===== src/rtl/lsu_pkg.sv =====
// lsu_pkg: types and constants shared by the data-memory load and store paths.
//   XLEN         data/address width (only 32 is supported)
//   STRB_W       write-strobe width, one bit per byte lane
//   st_width_e   funct3 encoding of the access width
//   BRESP_*      write-response codes returned on the B channel
package lsu_pkg;

  localparam int XLEN   = 32;
  localparam int STRB_W = XLEN / 8;

  typedef enum logic [2:0] {
    ST_BYTE = 3'b000,
    ST_HALF = 3'b001,
    ST_WORD = 3'b010
  } st_width_e;

  localparam logic [1:0] BRESP_OKAY   = 2'b00;
  localparam logic [1:0] BRESP_SLVERR = 2'b10;
  localparam logic [1:0] BRESP_DECERR = 2'b11;

endpackage


===== src/rtl/store_align.sv =====
// store_align: combinational byte-lane formatter for stores.
//   width       funct3 of the store (SB/SH/SW, others illegal)
//   ea_lo       low two bits of the effective address
//   data        store source (rs2)
//   wdata       source replicated across the lanes it may occupy
//   wstrb       byte-enable for the addressed lanes
//   misaligned  SH on an odd address or SW not on a word boundary
//   illegal     funct3 is not a store width
module store_align
  import lsu_pkg::*;
(
  input  logic [2:0]        width,
  input  logic [1:0]        ea_lo,
  input  logic [XLEN-1:0]   data,
  output logic [XLEN-1:0]   wdata,
  output logic [STRB_W-1:0] wstrb,
  output logic              misaligned,
  output logic              illegal
);

  always_comb begin
    wdata      = '0;
    wstrb      = '0;
    misaligned = 1'b0;
    illegal    = 1'b0;
    case (width)
      ST_BYTE: begin
        wdata = {4{data[7:0]}};
        wstrb = 4'b0001 << ea_lo;
      end
      ST_HALF: begin
        wdata      = {2{data[15:0]}};
        wstrb      = 4'b0011 << ea_lo;
        misaligned = ea_lo[0];
      end
      ST_WORD: begin
        wdata      = data;
        wstrb      = 4'b1111;
        misaligned = (ea_lo != 2'b00);
      end
      default: illegal = 1'b1;
    endcase
  end

endmodule


===== src/rtl/store_unit.sv =====
// store_unit: accepts one store from decode, formats it and issues a single
// write over the data-memory AW/W/B channels; at most one store outstanding.
//   clk, rst                   clock, synchronous active-high reset
//   i_en / o_ready             store request, accepted only while idle
//   i_width, i_base, i_offset  funct3, rs1, sign-extended immediate
//   i_data                     rs2 store source
//   o_done / o_err             one-cycle completion pulse and its error flag
//   o_dm_bus_aw*               write-address channel
//   o_dm_bus_w*                write-data channel
//   i_dm_bus_b*, o_dm_bus_bready  write-response channel
//
// state   | meaning
// --------+-------------------------------------------------------------
// ST_IDLE | ready for a new store
// ST_SEND | AW and W in flight, each valid drops after its own handshake
// ST_RESP | both handshakes done, waiting for the write response
// ST_DONE | report completion/error for one cycle
module store_unit
  import lsu_pkg::*;
(
  input  logic              clk,
  input  logic              rst,
  input  logic              i_en,
  input  logic [2:0]        i_width,
  input  logic [XLEN-1:0]   i_base,
  input  logic [XLEN-1:0]   i_offset,
  input  logic [XLEN-1:0]   i_data,
  output logic              o_ready,
  output logic              o_done,
  output logic              o_err,
  output logic              o_dm_bus_awvalid,
  input  logic              i_dm_bus_awready,
  output logic [XLEN-1:0]   o_dm_bus_awaddr,
  output logic              o_dm_bus_wvalid,
  input  logic              i_dm_bus_wready,
  output logic [XLEN-1:0]   o_dm_bus_wdata,
  output logic [STRB_W-1:0] o_dm_bus_wstrb,
  input  logic              i_dm_bus_bvalid,
  output logic              o_dm_bus_bready,
  input  logic [1:0]        i_dm_bus_bresp
);

  typedef enum logic [1:0] {
    ST_IDLE,
    ST_SEND,
    ST_RESP,
    ST_DONE
  } state_e;

  state_e state_q, state_d;

  logic              awvalid_q, awvalid_d;
  logic              wvalid_q, wvalid_d;
  logic              err_q, err_d;
  logic [XLEN-1:0]   awaddr_q, awaddr_d;
  logic [XLEN-1:0]   wdata_q, wdata_d;
  logic [STRB_W-1:0] wstrb_q, wstrb_d;

  logic [XLEN-1:0]   ea;
  logic [XLEN-1:0]   al_wdata;
  logic [STRB_W-1:0] al_wstrb;
  logic              al_misaligned;
  logic              al_illegal;

  assign ea = i_base + i_offset;

  store_align u_align (
    .width      (i_width),
    .ea_lo      (ea[1:0]),
    .data       (i_data),
    .wdata      (al_wdata),
    .wstrb      (al_wstrb),
    .misaligned (al_misaligned),
    .illegal    (al_illegal)
  );

  always_ff @(posedge clk) begin
    if (rst) begin
      state_q   <= ST_IDLE;
      awvalid_q <= 1'b0;
      wvalid_q  <= 1'b0;
      err_q     <= 1'b0;
      awaddr_q  <= '0;
      wdata_q   <= '0;
      wstrb_q   <= '0;
    end else begin
      state_q   <= state_d;
      awvalid_q <= awvalid_d;
      wvalid_q  <= wvalid_d;
      err_q     <= err_d;
      awaddr_q  <= awaddr_d;
      wdata_q   <= wdata_d;
      wstrb_q   <= wstrb_d;
    end
  end

  always_comb begin
    state_d   = state_q;
    awvalid_d = awvalid_q;
    wvalid_d  = wvalid_q;
    err_d     = err_q;
    awaddr_d  = awaddr_q;
    wdata_d   = wdata_q;
    wstrb_d   = wstrb_q;
    case (state_q)
      ST_IDLE: begin
        if (i_en) begin
          if (al_misaligned || al_illegal) begin
            // Rejected stores never touch the bus.
            err_d   = 1'b1;
            state_d = ST_DONE;
          end else begin
            err_d     = 1'b0;
            awaddr_d  = {ea[XLEN-1:2], 2'b00};
            wdata_d   = al_wdata;
            wstrb_d   = al_wstrb;
            awvalid_d = 1'b1;
            wvalid_d  = 1'b1;
            state_d   = ST_SEND;
          end
        end
      end
      ST_SEND: begin
        if (awvalid_q && i_dm_bus_awready) awvalid_d = 1'b0;
        if (wvalid_q && i_dm_bus_wready)   wvalid_d  = 1'b0;
        // Both channels may finish in the same cycle or in different ones.
        if (!awvalid_d && !wvalid_d) state_d = ST_RESP;
      end
      ST_RESP: begin
        if (i_dm_bus_bvalid) begin
          err_d   = (i_dm_bus_bresp != BRESP_OKAY);
          state_d = ST_DONE;
        end
      end
      ST_DONE: state_d = ST_IDLE;
      default: state_d = ST_IDLE;
    endcase
  end

  // All outputs decode registered state only; no input reaches an output
  // combinationally.
  assign o_ready          = (state_q == ST_IDLE);
  assign o_done           = (state_q == ST_DONE);
  assign o_err            = (state_q == ST_DONE) && err_q;
  assign o_dm_bus_bready  = (state_q == ST_RESP);
  assign o_dm_bus_awvalid = awvalid_q;
  assign o_dm_bus_wvalid  = wvalid_q;
  assign o_dm_bus_awaddr  = awaddr_q;
  assign o_dm_bus_wdata   = wdata_q;
  assign o_dm_bus_wstrb   = wstrb_q;

endmodule


===== config.mk =====
export PLATFORM = sky130hd
export DESIGN_NAME = store_unit
export DESIGN_NICKNAME = d
export VERILOG_FILES = /design/src/rtl/lsu_pkg.sv /design/src/rtl/store_align.sv /design/src/rtl/store_unit.sv
export SDC_FILE = /design/constraint.sdc
export NUM_CORES = 1
export LEC_CHECK = 0
export CORE_MARGIN = 2
export CORE_UTILIZATION = 50
export CTS_BUF_LIST = sky130_fd_sc_hd__clkbuf_4
export DETAILED_ROUTE_END_ITERATION = 8
export GPL_TIMING_DRIVEN = 0
export PLACE_DENSITY_LB_ADDON = 0.2
export SETUP_SLACK_MARGIN = 0.1
export SYNTH_ARGS = -nofsm -noshare
export SYNTH_HDL_FRONTEND = slang
export SYNTH_HIERARCHICAL = 1
export SYNTH_SLANG_ARGS = --single-unit
export TNS_END_PERCENT = 1

===== constraint.sdc =====
create_clock -name clk -period 6.8 [get_ports clk]
set_clock_uncertainty 0.15 [all_clocks]
set_input_delay 1.36 -clock clk [delete_from_list [all_inputs] [get_ports clk]]
set_output_delay 1.36 -clock clk [all_outputs]
set_load 0.01 [all_outputs]

======== Yosys cells after proc, flatten, opt, wreduce, memory -nomap -nowiden ========
Index checks and enable logic that the tools add are counted.
storage, ports and cells
  register bits ........................... 71
  bits in latches ......................... 0
  RAM bits ................................ 0
  memory bits (read-only) ................. 0
  logic and storage cells ................. 59
  memories ................................ 0
operators by class
  add/sub/neg operators ................... 1
  $mul .................................... 0
  div/mod/pow operators ................... 0
  magnitude comparators ................... 0
  eq/ne operators ......................... 9
  shift operators ......................... 2
  muxes and demuxes ....................... 21
  bitwise gates (word level) .............. 1
  reductions and logical operators ........ 18
operator list
  cell                   number
  $pmux W32 S3           1
  $add A32 B32 Y32       1
  $pmux W4 S3            1
  $reduce_and A3 Y1      4
  $mux W1                10
  $mux W2                4
  $ne A2 B2 Y1 const B   4
  $pmux W1 S2            4
  $pmux W2 S4            1
  $reduce_bool A2 Y1     4
  $eq A2 B2 Y1 const B   2
  $logic_and A1 B1 Y1    4
  $shl A1 B2 Y4 const A  1
  $shl A2 B2 Y4 const A  1
  $eq A3 B1 Y1 const B   1
  $eq A3 B2 Y1 const B   1
  $logic_not A3 Y1       1
  $reduce_or A3 Y1       1
  $eq A2 B1 Y1 const B   1
  $logic_not A1 Y1       2
  $logic_not A2 Y1       1
  $logic_or A1 B1 Y1     1
  $not A1 Y1             1

======== Longest topological paths before layout ========
  depth in word-level cells ............... 7
  mapped depth ............................ 12
  gate-level depth less buffers ........... 10

======== Modules after synthesis ========
The synthesis kept the hierarchy.
modules (own cells, without submodules)
  module       times used  cells each  area an instance (um^2)  seq. area each (um^2)
  store_unit   1           561         4,334.2                  1,421.4
  store_align  1           101         546.8                    0.0

======== Worst setup path before layout ========
OpenSTA, ideal clock, no wires.
  kind .................................... input-to-reg
  start point ............................. in i_base[0]
  end point ............................... reg awaddr_q[28] (netlist: o_dm_bus_awaddr[28])
  setup time .............................. 0.130 ns
  data arrival time ....................... 3.474 ns
  required time ........................... 6.520 ns
  slack ................................... 3.046 ns
  stages on the path ...................... 9
  cell sequence ........................... ha_1 fa_1 a21oi_1 o21ai_2 a311o_2 a31o_4 a211oi_2 mux2i_1 o22ai_1
between the ends
  word-level cells in the longest chain between the ends .. 6
ends and longest elaborated chain
  item                                RTL line           text
  start: declaration                  store_unit.sv:25   input logic [XLEN-1:0] i_base,
  $add A32 B32 Y32 (*)                store_unit.sv:65   assign ea = i_base + i_offset;
  $reduce_bool A2 Y1                  store_align.sv:39  misaligned = (ea_lo != 2'b00);
  $pmux W1 S2                         store_align.sv:26  case (width)
  $logic_or A1 B1 Y1                  store_unit.sv:108  if (al_misaligned || al_illegal) begin
  $not A1 Y1 (no source line)         --
  $reduce_and A3 Y1 (no source line)  --
  end signal: assignment              store_unit.sv:91   awaddr_q <= awaddr_d;
  end: declaration                    store_unit.sv:55   logic [XLEN-1:0] awaddr_q, awaddr_d;
Every way passes the cells marked *; elsewhere a longest branch is shown, timed or not.
A chain may end at the register's enable or synchronous reset.

======== Worst setup path after layout ========
  start point ............................. in i_base[0]
  end point ............................... reg awaddr_q[31] (netlist: o_dm_bus_awaddr[31])
between the ends
  word-level cells in the longest chain between the ends .. 6
ends and longest elaborated chain
  item                                RTL line           text
  $add A32 B32 Y32                    store_unit.sv:65
  via ea[1]                           store_unit.sv:59   logic [XLEN-1:0] ea;
  $reduce_bool A2 Y1                  store_align.sv:39
  $pmux W1 S2                         store_align.sv:26
  via al_misaligned                   store_unit.sv:62   logic al_misaligned;
  $logic_or A1 B1 Y1                  store_unit.sv:108
  $not A1 Y1 (no source line)         --
  $reduce_and A3 Y1 (no source line)  --
The timed path passes the listed nets, and every way through them passes these cells.

==> summary.txt <==
Run status
  • Status: complete, no violations

Synthesis
  • Post-synth cell types: 64
  • Ys async rst share: 0%
  • Register bit total from synthesis: 71
  • Syn avg cell area: 7.37 µm²
  • Synth Flop Type: dfxtp_1
  • Synth warnings: 6
  • Cell Area, Synth: around 4900 µm²
  • EDFF count, synth: 0
  • Cell accounting for the most synthesized area: dfxtp_1
  • Synth top area share: 29.1%
  • Synth area leaders: dfxtp_1, a21oi_1, nand2_1
  • Seq/Total Area, Yosys: 29.1%
  • Cells after synthesis: 662

STA
  • Fin. Hold Viols: 0
  • Slew Limit Headroom: 54.1%
  • Pins Over Slew Limit: 0
  • Worst slew pin tran: 688 ps
  • Part of the cycle the worst path needs: 65.9%
  • Unrepaired setup endpoints after global routing: no
  • F_max: 0.223 GHz
  • Final TNS setup: 0 ps
  • Setup violators final: 0
  • Crit path time final: approximately 4500 ps

Critical path
  • Crit-path cells: clkdlybuf4s50_1 > ha_1 > fa_1 > o21ai_0 > a21oi_1 > nor2_1 > and3_1 > clkbuf_1 > clkbuf_1 > o21ai_0 > a21oi_1
  • CP startpoint kind: input port
  • Crit-path max cell delay: 530 ps
  • Critical-path top delay cell: fa_1
  • CP Capture Type: flop
  • Crit path max fanout: 10
  • Buf+Inv Stages, Crit Path: 3
  • Family with the most delay on the worst path: buffers and inverters
  • Setup CP Type: input port to flop
  • CP required: 7010 ps
  • Crit path arrival time: 4690 ps

Layout
  • Nets: 993
  • Fraction of layout cells with a size suffix above 1: 5.39%
  • Final instance area: roughly 7000 µm²
  • Post-Layout Cell Count: 987
  • Area delta synth->final: 43.2%
  • N_diodes: 0

Route
  • Vias: 5,581
  • Vias per cell: around 5.7
  • Total wire length: 16,000 µm
  • Post-route DRC violation count: 0
  • Pre-antenna DRT Iters: 5
  • WL met3: 989 µm
  • Uppermost layer routed: met4
  • Final ANT Viol Nets: 0
  • Drt wl/cell: 16.2 µm
  • Met1 Wirelength: 6950 µm
  • Drt initial violations: 353
  • WL met2: roughly 7700 µm

Clock network
  • CTS Buf Count: 9
  • Sink Count: 71
  • CTS clk-pin slew, worst paths: 110 ps
  • Total of cells resized after clock tree synthesis: 0
  • Worst-Skew Late Latency: 420 ps
  • Cts hold-fix bufs: 0
  • Root buffer cell: clkbuf_4
  • CTS tree: yes
  • CTS Buffer Depth: 2
  • CTS H-tree depth: 3
  • Setup Buffers After CTS: 0

Global route
  • Grt ovf: 0
  • Global-route wire length before repair: 24,600 µm
  • Largest net degree at the start of global routing: 12
  • Total GRT Usage: roughly 30%
  • Initial antenna violation count: 0
  • Vias in the first global route: 5,097

Power and ir drop
  • Max IR drop VDD: around 0.00011 V
  • PwrDens: 199 nW/µm²
  • Static leakage: 0.00264 µW

Floorplanning
  • Ports: 181
  • Die Height: a little over 100 µm
  • Die area: 10,600 µm²
  • CORE AREA: 9640 µm²
  • Starting Density: between 50 and 60%
  • Core Rows: 36
  • Die W: 103 µm

Place
  • Port Buffers: 176
  • Post-DP HPWL: 12,800 µm
  • GP Congestion: 1.00
  • DP Area: between 6000 and 7000 µm²
  • Placed Cells: slightly below 1,000

Flow run
  • # Max-Cap Violations: 0

Min path
  • Hold WC Path Type: flop to flop
-- layout make-up --
class | instances | area [µm²]
Timing Repair Buffer | 176 | 1760
Multi-Input combinational cell | 536 | 3220
Tap cell | 133 | 166
Fill cell | 808 | 2650
Buffer | 38 | 179
Sequential cell | 71 | 1420
Inverter | 18 | 67.6
Clock buffer | 11 | 82.6
Clock inverter | 4 | 95.1
-- stage by stage --
step	util, %	hold WS (ps)	power (µW)	setup WS [ps]
after floorplan	-	302	817	3050
after global placement	70.7	291	1030	1940
after detailed placement	70.7	294	1050	1890
after CTS	72.5	312	1390	2330
after global routing	72.5	331	1470	2060
final	72.5	307	1390	2320
-- power breakdown --
part | internal, µW | leakage, µW | total, µW | switching [µW]
clock | 192 | 0.0000969 | 346 | 154
sequential | 454 | 0.000575 | 479 | 24.8
combinational | 265 | 0.00197 | 567 | 303
total | 911 | 0.00264 | 1390 | 481
-- metal layers --
layer  vias to the layer above  track usage [%]
li1                       2721                -
met1                      2567             38.5
met2                       258             51.6
met3                        35             3.80
met4                         0             10.7
met5                         -                0
-- cell families after synthesis --
family	count (synthesis)	synth area share (%)
other cells	1	0.0768
xor+xnor	23	4.13
compound gates	227	29.0
simple gates	246	22.8
mux	2	0.410
flops	71	29.1
fa+ha+maj	36	9.38
buf+inv	56	5.05
-- Yosys cell counts, types with 7 or more instances --
library cell,instances
nor2_1,37
nor2b_1,15
a21oi_1,115
o22ai_1,19
inv_1,17
nand2_1,132
xor2_1,10
buf_2,7
and2_1,10
and3_1,10
dfxtp_1,71
a21o_1,13
ha_1,35
nand3_1,15
o21ai_0,21
nor3_1,7
clkbuf_1,24
xnor2_1,13
-- flip-flops by register name, indices dropped and copies added (netlist names) --
name / flops
o_dm_bus_wvalid: 1
state_q: 2
o_dm_bus_awaddr: 30
err_q: 1
o_dm_bus_wdata: 32
o_dm_bus_awvalid: 1
o_dm_bus_wstrb: 4
-- final timing paths --
kind,slack (ps),depth (start not counted),end,from
worst min register to register,310,2,o_dm_bus_awaddr[3],o_dm_bus_awaddr[3]
worst max-delay path,2320,11,o_dm_bus_awaddr[31],i_base[0]
worst min-delay path,310,2,o_dm_bus_awaddr[3],o_dm_bus_awaddr[3]
worst max register to register,4200,7,o_dm_bus_awaddr[10],state_q[0]
-- placed cells by master, fill, tap and decap left out, types with 4 or more instances in the layout --
cell	n
a21o_1	13
o21bai_1	6
inv_1	17
and3_1	10
buf_2	7
nand4_1	4
clkdlybuf4s50_1	176
clkbuf_4	11
o21ai_0	21
xor2_1	10
ha_1	35
o22ai_1	19
o21a_1	6
nor2b_1	15
nor3_1	7
nand2_1	132
a31oi_1	6
nor2_1	37
and2_1	10
a211oi_1	6
xnor2_1	13
dfxtp_1	71
a21oi_1	115
clkbuf_1	24
a211o_1	4
nand3_1	15
-- worst reg2reg max path: cells and delay by family (launching register included) --
family | cells | cell delay (ps)
compound gates | 1 | 100
fa+ha+maj | 1 | 300
buf+inv | 3 | 1120
simple gates | 2 | 480
flops | 1 | 380
Note: power is estimated with default switching activity, not from simulation.
==> RTL change, RTL diff (config.mk and constraints unchanged) <==
Make the reset (`rst`) asynchronous in one clocked block. Comments in the files are not updated.
--- a/src/rtl/store_unit.sv
+++ b/src/rtl/store_unit.sv
@@ -74,7 +74,7 @@
     .illegal    (al_illegal)
   );
 
-  always_ff @(posedge clk) begin
+  always_ff @(posedge clk or posedge rst) begin
     if (rst) begin
       state_q   <= ST_IDLE;
       awvalid_q <= 1'b0;
Check against the original RTL: differs if rst is asserted again (counterexample within 4 cycles, from zero or initial values and one cycle with rst high); with rst held inactive, the same outputs for 4 cycles.
==> RTL change against the unedited design <==
Routed wire length decreased by 9.5%. Non-clock buffer count decreased by 5. Cell area decreased by 1.1%. Sequential power increased by 57%. Register-to-register slack improved by 200 ps. Sequential cell count unchanged. Area after synthesis decreased by 1.6%. Synthesized cell count decreased by 10%. Setup slack improved by 150 ps. Power increased by 57%. First-iteration DRC count decreased by 41%. Critical endpoint is now o_dm_bus_awaddr[28]$_DFFE_PP0P_.
==> RTL change: results (changes against the unedited design) <==
post-CTS setup buffer count=0 (unchanged); layout cells sized above 1=4.58% (was 5.39%); number of flip-flops in the largest register=32 (unchanged); hold_sp=o_dm_bus_wdata[1]$_DFFE_PP0P_ (was o_dm_bus_awaddr[3]$_SDFFE_PP0P_); CTS buffer count=9 (unchanged); worst ir drop on vdd=0.132 mV (was 0.108 mV); FF-to-FF End=o_dm_bus_wdata[3]$_DFFE_PP0P_ (was o_dm_bus_awaddr[10]$_SDFFE_PP0P_); DR vias/cell=5.47 (was 5.65); Worst R2R Start=state_q[0]$_DFFE_PP0P_ (was state_q[0]$_SDFFE_PP0P_); run status=complete, no violations (unchanged); Skew-Pair Late Insertion Delay=430 ps; total track usage=28.2% (was 29.9%); PortBufs=176 (unchanged); Synth top cells by count=164 x nand2_1, 71 x dfrtp_1, 53 x a21oi_1 (was 132 x nand2_1, 115 x a21oi_1, 71 x dfxtp_1); leakage power=3.15 nW (was 2.64 nW); Synth Area in Compound Gates=22.4% (was 29.0%); clock root buffer=clkbuf_4 (unchanged); initial antenna violation count=0 (unchanged); Longest Clk Path Bufs=2 (unchanged); NetSw=0.000790 W (was 0.000481 W); post-synthesis async set-or-reset flop share=100% (was 0%); Routed WL=14,500 um (was 16,000 um); post-synthesis adder-cell area fraction=9.53% (was 9.38%); cts repair resizes=0 (unchanged); multiplexer share of the synthesized area=0.234% (was 0.410%); first-pass GRT wire length=23,100 um (was 24,600 um); Avg Cell Area, Syn=8.10 um2 (was 7.37 um2); Worst Hold Class=reg2reg (unchanged); pin count of the biggest net entering global routing=72 (was 12); n_diodes=0 (unchanged); Yosys cell types=53 (was 64); pre-CTS setup slack=2030 ps (was 1890 ps); clock slew at reported path FFs=130 ps (was 110 ps); cell depth of the worst hold path=2 (unchanged); HPWL after detailed placement=11,200 um (was 12,800 um); xor/xnor share of the synthesized area=5.65% (was 4.13%); Synth Flop Type=dfrtp_1 (was dfxtp_1); Routed wire per std cell=15.8 um (was 16.2 um); initial DRC count=210 (was 353); Arr. time, crit path=4480 ps (was 4690 ps); post-synthesis sequential area ratio=37.0% (was 29.1%); dpl cells=899 (was 972); R2R Setup Slk=4400 ps (was 4200 ps); Hold Path End=o_dm_bus_wdata[1]$_DFFE_PP0P_ (was o_dm_bus_awaddr[3]$_SDFFE_PP0P_); nets=924 (was 993); 1st-pass router iterations=7 (was 5); Crit Path Max Fanout=3 (was 10); vias in the first global route=4,953 (was 5,097); DRC violations left=0 (unchanged); htree depth=3 (unchanged); worst r2r path cells=7 (unchanged); GP Congestion=0.950 (was 1.00); Syn. warnings=6 (unchanged); main area contributors after synthesis=dfrtp_1 37%, nand2_1 13%, ha_1 9.1%, a21oi_1 5.5%, o21ai_0 4.9% (was dfxtp_1 29%, a21oi_1 12%, nand2_1 10%, ha_1 9.0%, nor2_1 2.8%); Tightest Pin Transition=860 ps (was 688 ps)
[RTL change: cell count changes after synthesis, moves of 9 or more]
cell,unedited run,this run
a21oi_1,115,53
nand3_1,15,6
nand2_1,132,164
dfxtp_1,71,0
o21ai_0,21,47
nor2_1,37,24
dfrtp_1,0,71
[RTL change: cells by family after synthesis]
logic type	after synthesis
other	1
buffers and inverters	47
AND/OR/NAND/NOR	236
flip-flops	71
XOR/XNOR	31
adder cells (fa/ha/maj)	36
AO/OA/AOI/OAI	170
multiplexers	1
[RTL change: power groups by stage]
stage               Sequential [W]  Clock (W)  Combinational (W)
floorplan                 0.000831          0           0.000394
global placement          0.000751          0            0.00104
detailed placement        0.000758          0            0.00108
CTS                       0.000752   0.000346            0.00109
global route              0.000776   0.000363            0.00119
finish                    0.000753   0.000344            0.00108
[RTL change: area by class of cell]
cell class                      instances  area (um2)
Fill cell                             733        2370
Clock buffer                            9        67.6
Buffer                                 33         156
Timing Repair Buffer                  176        1760
Tap cell                              129         161
Inverter                               14        55.1
Sequential cell                        71        1780
Multi-Input combinational cell        476        2820
Clock inverter                          7         111
[RTL change: metrics by stage]
| step | hold slack, ps | utilization, % | cell area (um2) | power (W) |
|---|---|---|---|---|
| detailed placement | 314 | 72.5 | 6730 | 0.00184 |
| finish | 343 | 74.5 | 6910 | 0.00218 |
| CTS | 345 | 74.5 | 6910 | 0.00218 |
| floorplan | 322 | - | 4810 | 0.00122 |
| global placement | 306 | 72.5 | 6730 | 0.00180 |
| global route | 358 | 74.5 | 6910 | 0.00233 |
[RTL change: worst max-delay path, cell delays in order]
cell and delay [ps]:
clkdlybuf4s50_1 400, ha_1 250, fa_1 440, a211oi_1 340, o21a_1 220, o21bai_2 130, a2111oi_4 370, o31a_2 250
o21ai_1 130, a221oi_1 340, xnor2_1 170, o21ai_0 80
[RTL change: worst max path at each step]
stage	from	to	slack, ps	depth (start not counted)
floorplan	i_base[0]	o_dm_bus_awaddr[28]$_DFFE_PP0P_	2780	11
global placement	i_base[0]	o_dm_bus_awaddr[28]$_DFFE_PP0P_	2070	12
detailed placement	i_base[0]	o_dm_bus_awaddr[30]$_DFFE_PP0P_	2030	12
CTS	i_base[0]	o_dm_bus_awaddr[30]$_DFFE_PP0P_	2480	12
global route	i_base[0]	o_dm_bus_awaddr[30]$_DFFE_PP0P_	2280	12
finish	i_base[0]	o_dm_bus_awaddr[28]$_DFFE_PP0P_	2470	12
[RTL change: layer usage]
metal  part of all wire [%]  global-route usage (%)
met1                     39                    33.3
met2                     50                    50.0
met3                    7.9                    5.54
met4                    2.7                    12.3
met5                      0                       0
